## config.mk

```make
export PLATFORM = sky130hd
export DESIGN_NAME = sound_latch_irq
export DESIGN_NICKNAME = d
export VERILOG_FILES = /design/src/rtl/sound_latch_irq.sv
export SDC_FILE = /design/constraint.sdc
export NUM_CORES = 1
export LEC_CHECK = 0
export BUFFER_PORTS_ARGS = -buffer_cell sky130_fd_sc_hd__buf_2
export CAP_MARGIN = 20
export CORE_MARGIN = 4
export CORE_UTILIZATION = 37
export CTS_CLUSTER_SIZE = 30
export DETAILED_ROUTE_END_ITERATION = 12
export GPL_TIMING_DRIVEN = 1
export PLACE_DENSITY = 0.64
export SETUP_SLACK_MARGIN = 0.15
export SYNTH_ARGS = -nofsm -noshare
export SYNTH_HDL_FRONTEND = slang
export SYNTH_SLANG_ARGS = --single-unit
```

## constraint.sdc

```tcl
create_clock -name clk -period 1.4 [get_ports clk]
set_input_delay 0.14 -clock clk [delete_from_list [all_inputs] [get_ports clk]]
set_output_delay 0.14 -clock clk [all_outputs]
set_load 0.05 [all_outputs]
```

## src/rtl/sound_latch_irq.sv

```systemverilog
// Sound-command latch between the main CPU and the Z80 sound CPU, merged with the
// YM2151 interrupt into a single Z80 INT line and an IM0 RST vector.
module sound_latch_irq (
    input  logic       clk,
    input  logic       reset,
    input  logic       snd_wr,
    input  logic [7:0] cpu_din,
    input  logic       z80_ack_wr,
    input  logic       ym_irq_n,
    input  logic       z80_iack,
    output logic [7:0] latch_dout,
    output logic [7:0] vector_dout,
    output logic       z80_int_n,
    output logic       pending,
    output logic       overrun
);

    // Strobe history and synchroniser state
    logic snd_wr_q;
    logic ack_q;
    logic iack_q;
    logic rst_q;
    logic ym_meta;
    logic ym_s;

    logic       wr_ev;
    logic       ack_ev;
    logic       iack_ev;
    logic [7:0] vector;

    // rst_q masks the first cycle after reset, so a strobe still held high across
    // reset release is taken as already seen and must fall before it can fire.
    assign wr_ev   = snd_wr     & ~snd_wr_q & ~rst_q;
    assign ack_ev  = z80_ack_wr & ~ack_q    & ~rst_q;
    assign iack_ev = z80_iack   & ~iack_q   & ~rst_q;

    // RST 18h for the sound command, RST 28h for the YM, 0xCF when both are set
    assign vector    = {2'b11, ~pending, ~ym_s, 4'b1111};
    assign z80_int_n = ~(pending | ym_s);

    always_ff @(posedge clk) begin
        if (reset) begin
            snd_wr_q    <= 1'b0;
            ack_q       <= 1'b0;
            iack_q      <= 1'b0;
            rst_q       <= 1'b1;
            ym_meta     <= 1'b0;
            ym_s        <= 1'b0;
            latch_dout  <= 8'h00;
            pending     <= 1'b0;
            overrun     <= 1'b0;
            vector_dout <= 8'hFF;
        end else begin
            snd_wr_q <= snd_wr;
            ack_q    <= z80_ack_wr;
            iack_q   <= z80_iack;
            rst_q    <= 1'b0;
            ym_meta  <= ~ym_irq_n;
            ym_s     <= ym_meta;

            // A write in the same cycle as an ack wins; the ack is dropped.
            if (wr_ev) begin
                latch_dout <= cpu_din;
                pending    <= 1'b1;
                if (pending) begin
                    overrun <= 1'b1;
                end
            end else if (ack_ev) begin
                pending <= 1'b0;
            end

            // Vector follows the live value except while an acknowledge cycle holds it.
            if (!z80_iack || iack_ev) begin
                vector_dout <= vector;
            end
        end
    end

endmodule

```

# ---- After elaboration in Yosys (flattened, before gate mapping)
# Index checks and enable logic that the tools add are counted.
dict set report classes {
  muxes 3
  bitwise 15
  reduce_logical 4
}
# op n
set op_table {}
lappend op_table {{inverter 1 bit} 8}
lappend op_table {{AND 1 bit} 6}
lappend op_table {{two-way mux 1 bit} 3}
lappend op_table {{AND reduction 2 bit} 1}
lappend op_table {{nonzero test 2 bit} 1}
lappend op_table {{zero test 1 bit} 1}
lappend op_table {{logical OR 1 bit} 1}
lappend op_table {{bitwise OR 1 bit} 1}
dict set report totals {
  ff_bits 18
  in_bits 14
  wordCells 32
}

# ---- Logic depth before layout (Yosys ltp)
# Gate-level depths: netlist of run 1.
dict set report logic_depth {
  ltp_word 5
  ltp_mapped 3
  ltp_nobuf 2
}

# ---- Worst setup path after synthesis of run 1
# No wires, ideal clock.
dict set report synth_timing {
  kind {reg-to-output}
  startpoint {register pending}
  endpoint {output z80_int_n}
  arrival_time_ns 1.201
  required_time_ns 1.260
  path_slack_ns 0.059
  path_stages_with_launch 2
  path_buffers 0
  cell_sequence {dfxtp_1 > nor2_1}
}
dict set report synth_via {
  elab_chain_cells 2
}
# element line
set synth_lines {}
lappend synth_lines {{from (decl)} 14} ;# output logic pending,
lappend synth_lines {{from (signal assigned)} 50} ;# pending <= 1'b0;
lappend synth_lines {{from (signal assigned)} 64} ;# pending <= 1'b1;
lappend synth_lines {{from (signal assigned)} 69} ;# pending <= 1'b0;
lappend synth_lines {{bitwise OR 1 bit} 39} ;# assign z80_int_n = ~(pending | ym_s);
lappend synth_lines {{inverter 1 bit} 39}
lappend synth_lines {{to (decl)} 13} ;# output logic z80_int_n,
# Every way passes these cells.

# ---- Worst setup path in the final report of run 1
dict set report layout_timing {
  startpoint {register rst_q}
  endpoint {register vector_dout[5]}
}
dict set report layout_via {
  elab_chain_cells 3
}
# element line
set layout_lines {}
lappend layout_lines {{from (decl)} 22} ;# logic rst_q;
lappend layout_lines {{from (signal assigned)} 46} ;# rst_q <= 1'b1;
lappend layout_lines {{from (signal assigned)} 57} ;# rst_q <= 1'b0;
lappend layout_lines {{inverter 1 bit} 35} ;# assign iack_ev = z80_iack & ~iack_q & ~rst_q;
lappend layout_lines {{AND 1 bit} 35}
lappend layout_lines {{logical OR 1 bit} 73} ;# if (!z80_iack || iack_ev) begin
lappend layout_lines {{to (signal assigned)} 74} ;# vector_dout <= vector;
lappend layout_lines {{to (decl)} 12} ;# output logic [7:0] vector_dout,
# Every way passes these cells.
# A chain may end at the register's enable or synchronous reset.

==> reports/results.md, run 1 <==
| Item | This run |
|---|---|
| Initial DRT Pass Iterations | 1 |
| Ant. Diodes | 0 |
| Layout cells sized above 1 | 36.0% |
| Area share of xor/xnor cells in the synthesized design | 0% |
| Most frequent cells after synthesis | dfxtp_1 (18), nand2b_1 (17), mux2i_1 (9) |
| Reported max-cap violation count | 0 |
| Number of buffers inserted during clock tree synthesis | 3 |
| GRT Total Usage | 11.1% |
| Share of synthesized area occupied by flip-flops and latches | 49.6% |
| Initial antenna violation count | 0 |
| Compound-cell area share of the yosys netlist | 2.41% |
| Synth warnings | 0 |
| Pin count of the biggest net entering global routing | 20 |
| Family with the most delay on the worst path | multiplexers |
| Cell Chain, Critical Path | o21ai_0, mux2_2 |
| CTS tree | yes |
| Number of buffers and inverters on the critical path | 0 |
| Skew final | 0.00596 ns |
| Combinational family with the most area after synthesis | simple AND/OR/NAND/NOR gates |
| Start point of the critical path | rst_q$_DFF_P_ |
| HPWL Detailed | 992 um |
| Delay of the slowest critical-path stage | 0.38 ns |
| RSZ-0062 raised after global routing | no |
| Number of unique standard cell types used by synthesis | 16 |
| Count of instances resized after the clock tree is built | 0 |
| Biggest area consumer among synthesized cells | dfxtp_1 |
| Top area cells in the synthesized netlist | dfxtp_1 (50%), nand2b_1 (15%), mux2i_1 (12%) |
| Number of H-tree branching levels | 1 |
| I/O pin count | 33 |
| Area of placed instances | 868 sq um |
| Synth Register Bits | 18 |
| Simple-gate share of the synthesized area | 24.6% |
| Initial DRC count | 0 |
| Finished layout cell area | 915 sq um |
| Share of cell area taken by muxes after synthesis | 13.9% |
| Data required time of the critical path | 1.58 ns |
| Die extent in x | 52.3 um |
| Worst hold path startpoint | snd_wr |
| Worst skew pair latency | 0.29 ns |
| Maximum frequency from static timing analysis | 0.899 GHz |
| Count of flip-flops with a built-in enable after synthesis | 0 |
| Detail-routed net length per standard cell | 10.6 um |
| Final count of pins violating max slew | 0 |
| Nets@finish | 115 |
| Most frequent cell after synthesis | dfxtp_1 |
| Count of nets left with antenna violations after detail routing | 0 |
| CTS max path bufs | 2 |
| Startpoint class of the critical path | flop |
| Chip Height | 52.3 um |
| Root buffer cell | clkbuf_4 |
| Post-route clock period utilization | 79.4% |
| DIE AREA | 2740 sq um |
| Total DRC errors in the routed layout | 0 |
| Area fraction of the dominant cell type after synthesis | 49.6% |
| Total via count in the routed design | 533 |
| First-pass GRT wire length | 2.15 mm |
| CTS Sinks | 18 |
| Tmin final | 1.11 ns |
| Status | completed |
| Cell area power density | 1160 nW/um^2 |
| Kind of end point of the critical path | flop |
| Core Area | 1800 sq um |
| Final total negative setup slack | 0 ns |
| Gr ovfl total | 0 |
| Total standard cell area after synthesis | 727 sq um |
| Row count | 15 |
| Adder and majority cell fraction of the synthesized area | 0% |
| Static Leak | 0.412 nW |
| Minimum setup slack among reg-to-reg paths | 0.29 ns |
| Total wirelength of the detailed-routed design | 1.32 mm |
| Ys async rst share | 0% |
| Critical Path Slowest Stage Cell | mux2_2 |
| Most instantiated flip-flop cell in the synthesis netlist | dfxtp_1 |
| Starting Density | 40.3% |
| # port buffers | 26 |
| Synth-to-layout area growth | 25.8% |
| Setup Viol. Count Final | 0 |
| Final Worst Setup Slack | 0.288 ns |
| Largest vdd supply drop | 620 uV |
| Largest driver fanout on the critical path | 4 |
| Dpl ws | 0.290 ns |
| Data arrival time of the critical path | 1.29 ns |
| Clock-pin slew reported for the worst setup and hold paths after clock tree synthesis | 0.09 ns |
| Last weighted congestion value of the routability-driven placer | 0.716 |
| Syn_area_per_cell | 10.2 sq um |
| Source of the worst register-to-register timing path | rst_q$_DFF_P_ |
| Final-report hold violation count | 0 |
| Classification of the worst-slack hold path | input pin to flop |
| Via count of the first global-routing pass | 505 |
| Via-per-instance ratio | 4.26 |
| Critical setup path kind | flop to flop |
| Synthesized instance count | 71 |
[sequential cells by signal, indices dropped and copies added, names as in the netlist]
signal	flops
ack_q	1
iack_q	1
latch_dout	8
overrun	1
pending	1
rst_q	1
snd_wr_q	1
vector_dout	2
ym_meta	1
ym_s	1
[area by class of cell]
type                       instances  area (sq um)
clock buffer                       4          36.3
inverter                           1          3.75
fill                             176           887
timing repair buffer              29           155
sequential                        18           360
multi-input combinational         48           328
tap                               25          31.3
[worst register-to-register path, cell delays in order (launching register included)]
cell	delay [ns]
dfxtp_1	0.35
o21ai_0	0.28
mux2_2	0.38
[path summary, 6_finish.rpt]
kind	to	cells past startpoint
hold reg to reg	ym_s$_SDFF_PP0_	1
setup reg to reg	vector_dout[5]$_SDFFE_PP1P_	2
setup / recovery	vector_dout[5]$_SDFFE_PP1P_	2
hold / removal	snd_wr_q$_SDFF_PP0_	2
[metrics by stage]
| step | hold WS, ns | utilization, % | std cells | total power, mW |
|---|---|---|---|---|
| floorplan | 0.168 | - | 76 | 0.727 |
| global placement | 0.299 | 48.2 | 120 | 0.761 |
| detailed placement | 0.299 | 48.2 | 120 | 0.765 |
| CTS | 0.0811 | 50.8 | 125 | 1.08 |
| global route | 0.0898 | 50.8 | 125 | 1.12 |
| finish | 0.0866 | 50.8 | 125 | 1.06 |
[cell families (layout without fill, tap and decap cells)]
family	after synthesis	in the layout
AO/OA/AOI/OAI	3	3
AND/OR/NAND/NOR	29	29
multiplexers	10	10
flip-flops	18	18
other	1	6
buffers and inverters	10	34
[repair_timing]
item	4_1_cts	5_1_grt
hold buffers	1	0
endpoints found under the setup margin	0	0
setup buffers	0	0
hold endpoints to repair	1	0
[cells in the final DEF, fill, tap and decap left out]
master	instances
buf_2	26
inv_1	1
o22ai_1	2
conb_1	6
nor3b_1	1
dlygate4sd3_1	1
or2_2	1
nor2b_1	5
clkbuf_4	3
nor2_1	2
mux2i_1	9
nor2_2	1
dfxtp_1	18
clkbuf_8	1
nor3b_2	1
o21ai_0	1
buf_4	2
or3b_1	1
nand2b_1	17
mux2_2	1
[power breakdown]
part	total, mW	internal (mW)	switching [mW]
sequential	0.549	0.537	0.0119
clock	0.312	0.158	0.154
combinational	0.204	0.0620	0.142
total	1.06	0.757	0.308
[layer usage]
metal	track usage, %	share of wire (%)
met1	12.3	43
met2	17.8	47
met3	3.42	8.0
met4	7.66	2.4
met5	0	0
(Power assumes the default switching activity.)
==> run 2, diff against run 1 <==
--- a/config.mk
+++ b/config.mk
@@ -12,7 +12,7 @@
 export CTS_CLUSTER_SIZE = 30
 export DETAILED_ROUTE_END_ITERATION = 12
 export GPL_TIMING_DRIVEN = 1
-export PLACE_DENSITY = 0.64
+export PLACE_DENSITY = 0.67
 export SETUP_SLACK_MARGIN = 0.15
 export SYNTH_ARGS = -nofsm -noshare
 export SYNTH_HDL_FRONTEND = slang
==> constraint.sdc (replaced) <==
create_clock -name clk -period 1 [get_ports clk]
set_input_delay 0.1 -clock clk [delete_from_list [all_inputs] [get_ports clk]]
set_output_delay 0.1 -clock clk [all_outputs]
set_load 0.05 [all_outputs]
==> reports/results.md, run 2 (synthesized netlist as in run 1, its figures left out) <==
| Item | This run | Delta |
|---|---|---|
| Synth-to-layout area growth | 54.9% |  |
| CTS tree | yes |  |
| Nets@finish | 122 | +6.1% |
| Via-per-instance ratio | 4.37 | +2.4% |
| Violated checks | negative setup slack |  |
| Startpoint class of the critical path | flop |  |
| Final count of pins violating max slew | 0 | unchanged |
| Minimum setup slack among reg-to-reg paths | 0.04 ns | -0.25 ns |
| Most common cell after layout, fill and taps aside | nand2b_1 |  |
| Tmin final | 1.01 ns |  |
| Data arrival time of the critical path | 0.91 ns | -0.38 ns |
| Number of instances on the worst hold path | 2 | unchanged |
| Static Leak | 0.490 nW | +19% |
| Post-Route Utilization | 62.5% | +12 points |
| Initial antenna violation count | 0 | unchanged |
| Total DRC errors in the routed layout | 0 | unchanged |
| Worst reg2reg path depth | 3 | +1 |
| Worst skew pair latency | 0.29 ns | about the same |
| Number of buffers inserted during clock tree synthesis | 3 | unchanged |
| Maximum frequency from static timing analysis | 0.994 GHz |  |
| Chip Height | 52.3 um | unchanged |
| Placed cells | 122 | +1.7% |
| Initial DRC count | 1 | +1 |
| GRT Total Usage | 13.1% | +2.0 points |
| Kind of end point of the critical path | output port |  |
| HPWL Detailed | 990 um | -0.21% |
| CTS max path bufs | 2 | unchanged |
| Layout cells sized above 1 | 54.7% | +19 points |
| Setup Viol. Count Final | 1 | +1 |
| Row count | 15 | unchanged |
| Post-route clock period utilization | 101% |  |
| Classification of the worst-slack hold path | input pin to flop |  |
| First-pass GRT wire length | 2.51 mm | +17% |
| Gr ovfl total | 0 | unchanged |
| Final total negative setup slack | -0.00588 ns | -0.00588 ns |
| Final Worst Setup Slack | -0.00588 ns | -0.294 ns |
| Cell area power density | 1330 nW/um^2 | +14% |
| CTS Sinks | 18 | unchanged |
| Count of nets left with antenna violations after detail routing | 0 | unchanged |
| Total wirelength of the detailed-routed design | 1.52 mm | +15% |
| Non-Filler Instances | 131 | +4.8% |
| DIE AREA | 2740 sq um | unchanged |
| Via count of the first global-routing pass | 562 | +11% |
| Critical setup path kind | flop to output port |  |
| Initial DRT Pass Iterations | 2 | +1 |
| Worst hold path startpoint | z80_ack_wr |  |
| Largest regs | latch_dout x8, vector_dout x2 |  |
| Commonest cells after routing, fill and taps aside | nand2b_1 (17), buf_2 (13), dfxtp_2 (13), buf_8 (12) |  |
| Source of the worst register-to-register timing path | rst_q$_DFF_P_ |  |
| Reported max-cap violation count | 0 | unchanged |
| Register containing the most flip-flops in the final layout | latch_dout |  |
| Total via count in the routed design | 572 | +7.3% |
| Skew final | 0.00464 ns | -0.00132 ns |
| Last weighted congestion value of the routability-driven placer | 0.695 | -3.0% |
| Number of H-tree branching levels | 1 | unchanged |
| Power Total | 1.49 mW | +40% |
| Largest register FFs | 8 | unchanged |
| Largest vdd supply drop | 1180 uV | +90% |
| Root buffer cell | clkbuf_4 |  |
| Data required time of the critical path | 0.90 ns | -0.68 ns |
| Final-report hold violation count | 0 | unchanged |
| Pin count of the biggest net entering global routing | 17 | -15% |
| I/O pin count | 33 | unchanged |
| Reg-to-reg critical path endpoint | latch_dout[1]$_SDFFE_PP0P_ |  |
| Hold endpoint | ack_q$_SDFF_PP0_ |  |
| Starting Density | 40.3% | unchanged |
| Clock-pin slew reported for the worst setup and hold paths after clock tree synthesis | 0.09 ns | about the same |
| Status | finished with violations |  |
| # port buffers | 26 | unchanged |
| Die extent in x | 52.3 um | unchanged |
| Detail-routed net length per standard cell | 11.6 um | +10% |
| Core Area | 1800 sq um | unchanged |
| Ant. Diodes | 0 | unchanged |
| Largest driver fanout on the critical path | 3 | -1 |
| RSZ-0062 raised after global routing | yes |  |
-- run 2: cell count changes in the layout (fill, tap and decap cells not counted), moves of 2 or more --
cell and change:
buf_2 -13, buf_4 +7, buf_8 +12, dfxtp_1 -15
dfxtp_2 +13, dfxtp_4 +2
-- run 2: layer usage --
layer / global-route usage, % / vias up / share of wire, %
li1: - / 287 / -
met1: 13.0 / 255 / 37
met2: 22.1 / 26 / 50
met3: 5.98 / 4 / 10
met4: 7.66 / 0 / 2.4
met5: 0 / - / 0
-- run 2: layout make-up --
cell class / instances / area (sq um)
multi-input cells: 48 / 350
inverters: 1 / 3.75
clock buffers: 3 / 22.5
fillers: 158 / 676
well taps: 25 / 31.3
repair buffers: 36 / 334
flip-flops and latches: 18 / 384
-- run 2: worst max path at each step --
| stage | slack (ns) | cells after the start | endpoint | start |
|---|---|---|---|---|
| 6_report | -0.006 | 2 | z80_int_n | pending$_SDFFE_PP0P_ |
| 5_1_grt | -0.07 | 2 | z80_int_n | pending$_SDFFE_PP0P_ |
| 4_1_cts | -0.01 | 2 | z80_int_n | pending$_SDFFE_PP0P_ |
| 3_5_place_dp | 0.03 | 3 | latch_dout[1]$_SDFFE_PP0P_ | snd_wr_q$_SDFF_PP0_ |
| 3_3_place_gp | 0.06 | 3 | latch_dout[1]$_SDFFE_PP0P_ | rst_q$_DFF_P_ |
| 2_1_floorplan | 0.03 | 2 | vector_dout[5]$_SDFFE_PP1P_ | vector_dout[5]$_SDFFE_PP1P_ |
-- run 2: power by group --
part	switching, mW	internal [mW]	total, mW
logic	0.208	0.156	0.364
registers	0.0305	0.754	0.785
clock network	0.204	0.140	0.344
total	0.443	1.05	1.49
-- run 2: through the flow --
stage          hold slack [ns]  cell area (sq um)  worst slack (ns)
2_1_floorplan            0.128                777            0.0267
4_1_cts                 0.0274               1090           -0.0112
3_3_place_gp             0.258                907            0.0552
5_1_grt                 0.0389               1130           -0.0655
3_5_place_dp             0.259                907            0.0277
6_report                0.0383               1130          -0.00588
-- run 2: critical path, stage by stage (launching register included) --
cell	delay [ns]
dfxtp_4	0.37
nor2_4	0.09
buf_8	0.15
-- run 2: repair_timing --
action | in CTS | in global routing
buffers inserted | 2 | 3
pin swaps | 2 | 1
hold buffers | 1 | 0
gates resized for setup | 41 | 3
setup endpoints to repair | 25 | 25
endpoints found under the hold margin | 1 | 0
==> run 3, diff against run 2 <==
--- a/config.mk
+++ b/config.mk
@@ -8,11 +8,11 @@
 export BUFFER_PORTS_ARGS = -buffer_cell sky130_fd_sc_hd__buf_2
 export CAP_MARGIN = 20
 export CORE_MARGIN = 4
-export CORE_UTILIZATION = 37
+export CORE_UTILIZATION = 40
 export CTS_CLUSTER_SIZE = 30
 export DETAILED_ROUTE_END_ITERATION = 12
 export GPL_TIMING_DRIVEN = 1
-export PLACE_DENSITY = 0.67
+export PLACE_DENSITY = 0.72
 export SETUP_SLACK_MARGIN = 0.15
 export SYNTH_ARGS = -nofsm -noshare
 export SYNTH_HDL_FRONTEND = slang
==> reports/results.md, run 3 (synthesized netlist as in run 1, its figures left out) <==
| Item | This run | Delta |
|---|---|---|
| CTS Sinks | 18 | unchanged |
| Largest vdd supply drop | 881 uV | -25% |
| Setup Viol. Count Final | 1 | unchanged |
| Last weighted congestion value of the routability-driven placer | 0.665 | -4.4% |
| Synth-to-layout area growth | 56.8% |  |
| Critical Path Slowest Stage Cell | dfxtp_4 |  |
| Layout cells sized above 1 | 56.5% | +1.8 points |
| Number of instances on the worst hold path | 1 | -1 |
| Final count of pins violating max slew | 0 | unchanged |
| Core Area | 1730 sq um | -4.2% |
| Number of buffers inserted during clock tree synthesis | 3 | unchanged |
| Post-route clock period utilization | 101% | +0.29 points |
| Post-route met1 wirelength | 603 um | +7.1% |
| Register area | 383 sq um | -0.33% |
| Reg-to-reg critical path endpoint | latch_dout[1]$_SDFFE_PP0P_ |  |
| First-pass GRT wire length | 2.62 mm | +4.1% |
| I/O pin count | 33 | unchanged |
| Count of nets left with antenna violations after detail routing | 0 | unchanged |
| Die extent in x | 50.6 um | -3.2% |
| Startpoint class of the critical path | flop |  |
| Finished layout cell area | 1140 sq um | +1.2% |
| CTS max path bufs | 2 | unchanged |
| Number of buffers and inverters on the critical path | 1 | unchanged |
| Root buffer cell | clkbuf_4 |  |
| Filler Cell Count | 141 | -11% |
| Post-Route Utilization | 66.0% | +3.5 points |
| Pin count of the biggest net entering global routing | 21 | +4 |
| Status | finished with violations |  |
| Final Worst Setup Slack | -0.00879 ns | -0.00291 ns |
| Area of placed instances | 900 sq um | -0.83% |
| Largest regs | latch_dout x8, vector_dout x2 |  |
| RSZ-0062 raised after global routing | yes |  |
| Classification of the worst-slack hold path | input pin to flop |  |
| Critical setup path kind | flop to output port |  |
| Delay of the slowest critical-path stage | 0.37 ns | about the same |
| Number of H-tree branching levels | 1 | unchanged |
| Clock-pin slew reported for the worst setup and hold paths after clock tree synthesis | 0.11 ns | +0.02 ns |
| GRT Total Usage | 13.5% | +0.46 points |
| Register containing the most flip-flops in the final layout | latch_dout |  |
| Initial antenna violation count | 0 | unchanged |
| Minimum setup slack among reg-to-reg paths | 0 ns | -0.04 ns |
| Row count | 15 | unchanged |
| Total wirelength of the detailed-routed design | 1.52 mm | -0.39% |
| Met2 wirelength from detailed routing | 736 um | -4.0% |
| Starting Density | 42.1% | +1.8 points |
| Largest driver fanout on the critical path | 3 | unchanged |
| Worst reg2reg path depth | 3 | unchanged |
| Skew final | 0.0153 ns | +0.0107 ns |
| Data required time of the critical path | 0.90 ns | about the same |
| Detail-routed net length per standard cell | 11.4 um | -1.9% |
| Final total negative setup slack | -0.00879 ns | -0.00291 ns |
| Source of the worst register-to-register timing path | rst_q$_DFF_P_ |  |
| Nets@finish | 123 | +0.82% |
| Total via count in the routed design | 578 | +1.0% |
| Gr ovfl total | 0 | unchanged |
| DIE AREA | 2560 sq um | -6.4% |
| Initial DRT Pass Iterations | 4 | +2 |
| Cell Chain, Critical Path | nor2_4, buf_6 |  |
| Final-report hold violation count | 0 | unchanged |
| Commonest cells after routing, fill and taps aside | nand2b_1 (17), buf_2 (13), dfxtp_2 (12), buf_8 (11), buf_4 (10) |  |
| Worst hold path startpoint | reset |  |
| Static Leak | 0.499 nW | +1.8% |
| Most common cell after layout, fill and taps aside | nand2b_1 |  |
| CTS tree | yes |  |
| Family with the most delay on the worst path | flip-flops |  |
| Initial DRC count | 6 | +5 |
| Multi-input logic area | 358 sq um | +2.1% |
| Violated checks | negative setup slack |  |
| Tmin final | 1.01 ns | +0.00291 ns |
| Hold endpoint | rst_q$_DFF_P_ |  |
| Data arrival time of the critical path | 0.91 ns | about the same |
| Via-per-instance ratio | 4.35 | -0.47% |
| Chip Height | 50.6 um | -3.2% |
| Total DRC errors in the routed layout | 0 | unchanged |
| Cell area power density | 1320 nW/um^2 | -0.25% |
| Ant. Diodes | 0 | unchanged |
| Maximum frequency from static timing analysis | 0.991 GHz | -0.29% |
| Largest register FFs | 8 | unchanged |
| Power Total | 1.51 mW | +0.97% |
| HPWL Detailed | 1.01 mm | +2.5% |
| Worst skew pair latency | 0.29 ns | about the same |
| Metal3 WL | 167 um | +6.4% |
| Highest routed metal layer | met4 |  |
| # port buffers | 26 | unchanged |
| Reported max-cap violation count | 0 | unchanged |
| Via count of the first global-routing pass | 608 | +8.2% |
| Kind of end point of the critical path | output port |  |
==> run 3: final cells by class <==
class | instances | area share [%]
Timing Repair Buffer | 37 | 29.6
Multi-Input combinational cell | 48 | 31.4
Inverter | 1 | 0.329
Tap cell | 25 | 2.74
Clock buffer | 3 | 1.98
Clock inverter | 1 | 0.329
Sequential cell | 18 | 33.6
==> run 3: per-layer routing <==
layer	vias to the layer above	track usage, %
met2	26	22.2
met3	2	6.23
met4	0	4.04
met5	-	0
met1	259	15.7
li1	291	-
==> run 3: repair_timing <==
action	in CTS	in global routing
setup buffers	5	2
pin swaps	1	0
cloned	0	0
gates resized for setup	40	4
hold buffers	1	0
endpoints found under the hold margin	1	0
endpoints found under the setup margin	25	25
==> run 3: stage by stage <==
step	hold slack, ns	cells	setup WS, ns
global route	0.0186	133	-0.0775
finish	0.0371	133	-0.00879
global placement	0.256	121	0.0521
detailed placement	0.261	121	0.0233
CTS	0.0122	131	-0.0158
floorplan	0.128	76	0.0267
==> run 3: worst max-delay path by stage <==
stage / start / endpoint / slack (ns) / cells past startpoint
floorplan: vector_dout[5]$_SDFFE_PP1P_ / vector_dout[5]$_SDFFE_PP1P_ / 0.03 / 2
global placement: rst_q$_DFF_P_ / latch_dout[1]$_SDFFE_PP0P_ / 0.05 / 3
detailed placement: rst_q$_DFF_P_ / latch_dout[1]$_SDFFE_PP0P_ / 0.02 / 3
CTS: pending$_SDFFE_PP0P_ / z80_int_n / -0.02 / 2
global route: snd_wr_q$_SDFF_PP0_ / latch_dout[1]$_SDFFE_PP0P_ / -0.08 / 3
finish: pending$_SDFFE_PP0P_ / z80_int_n / -0.009 / 2
==> run 3: report_power, final <==
group	internal, mW	switching, mW	total [mW]
logic	0.157	0.211	0.368
clock network	0.145	0.212	0.357
registers	0.754	0.0286	0.783
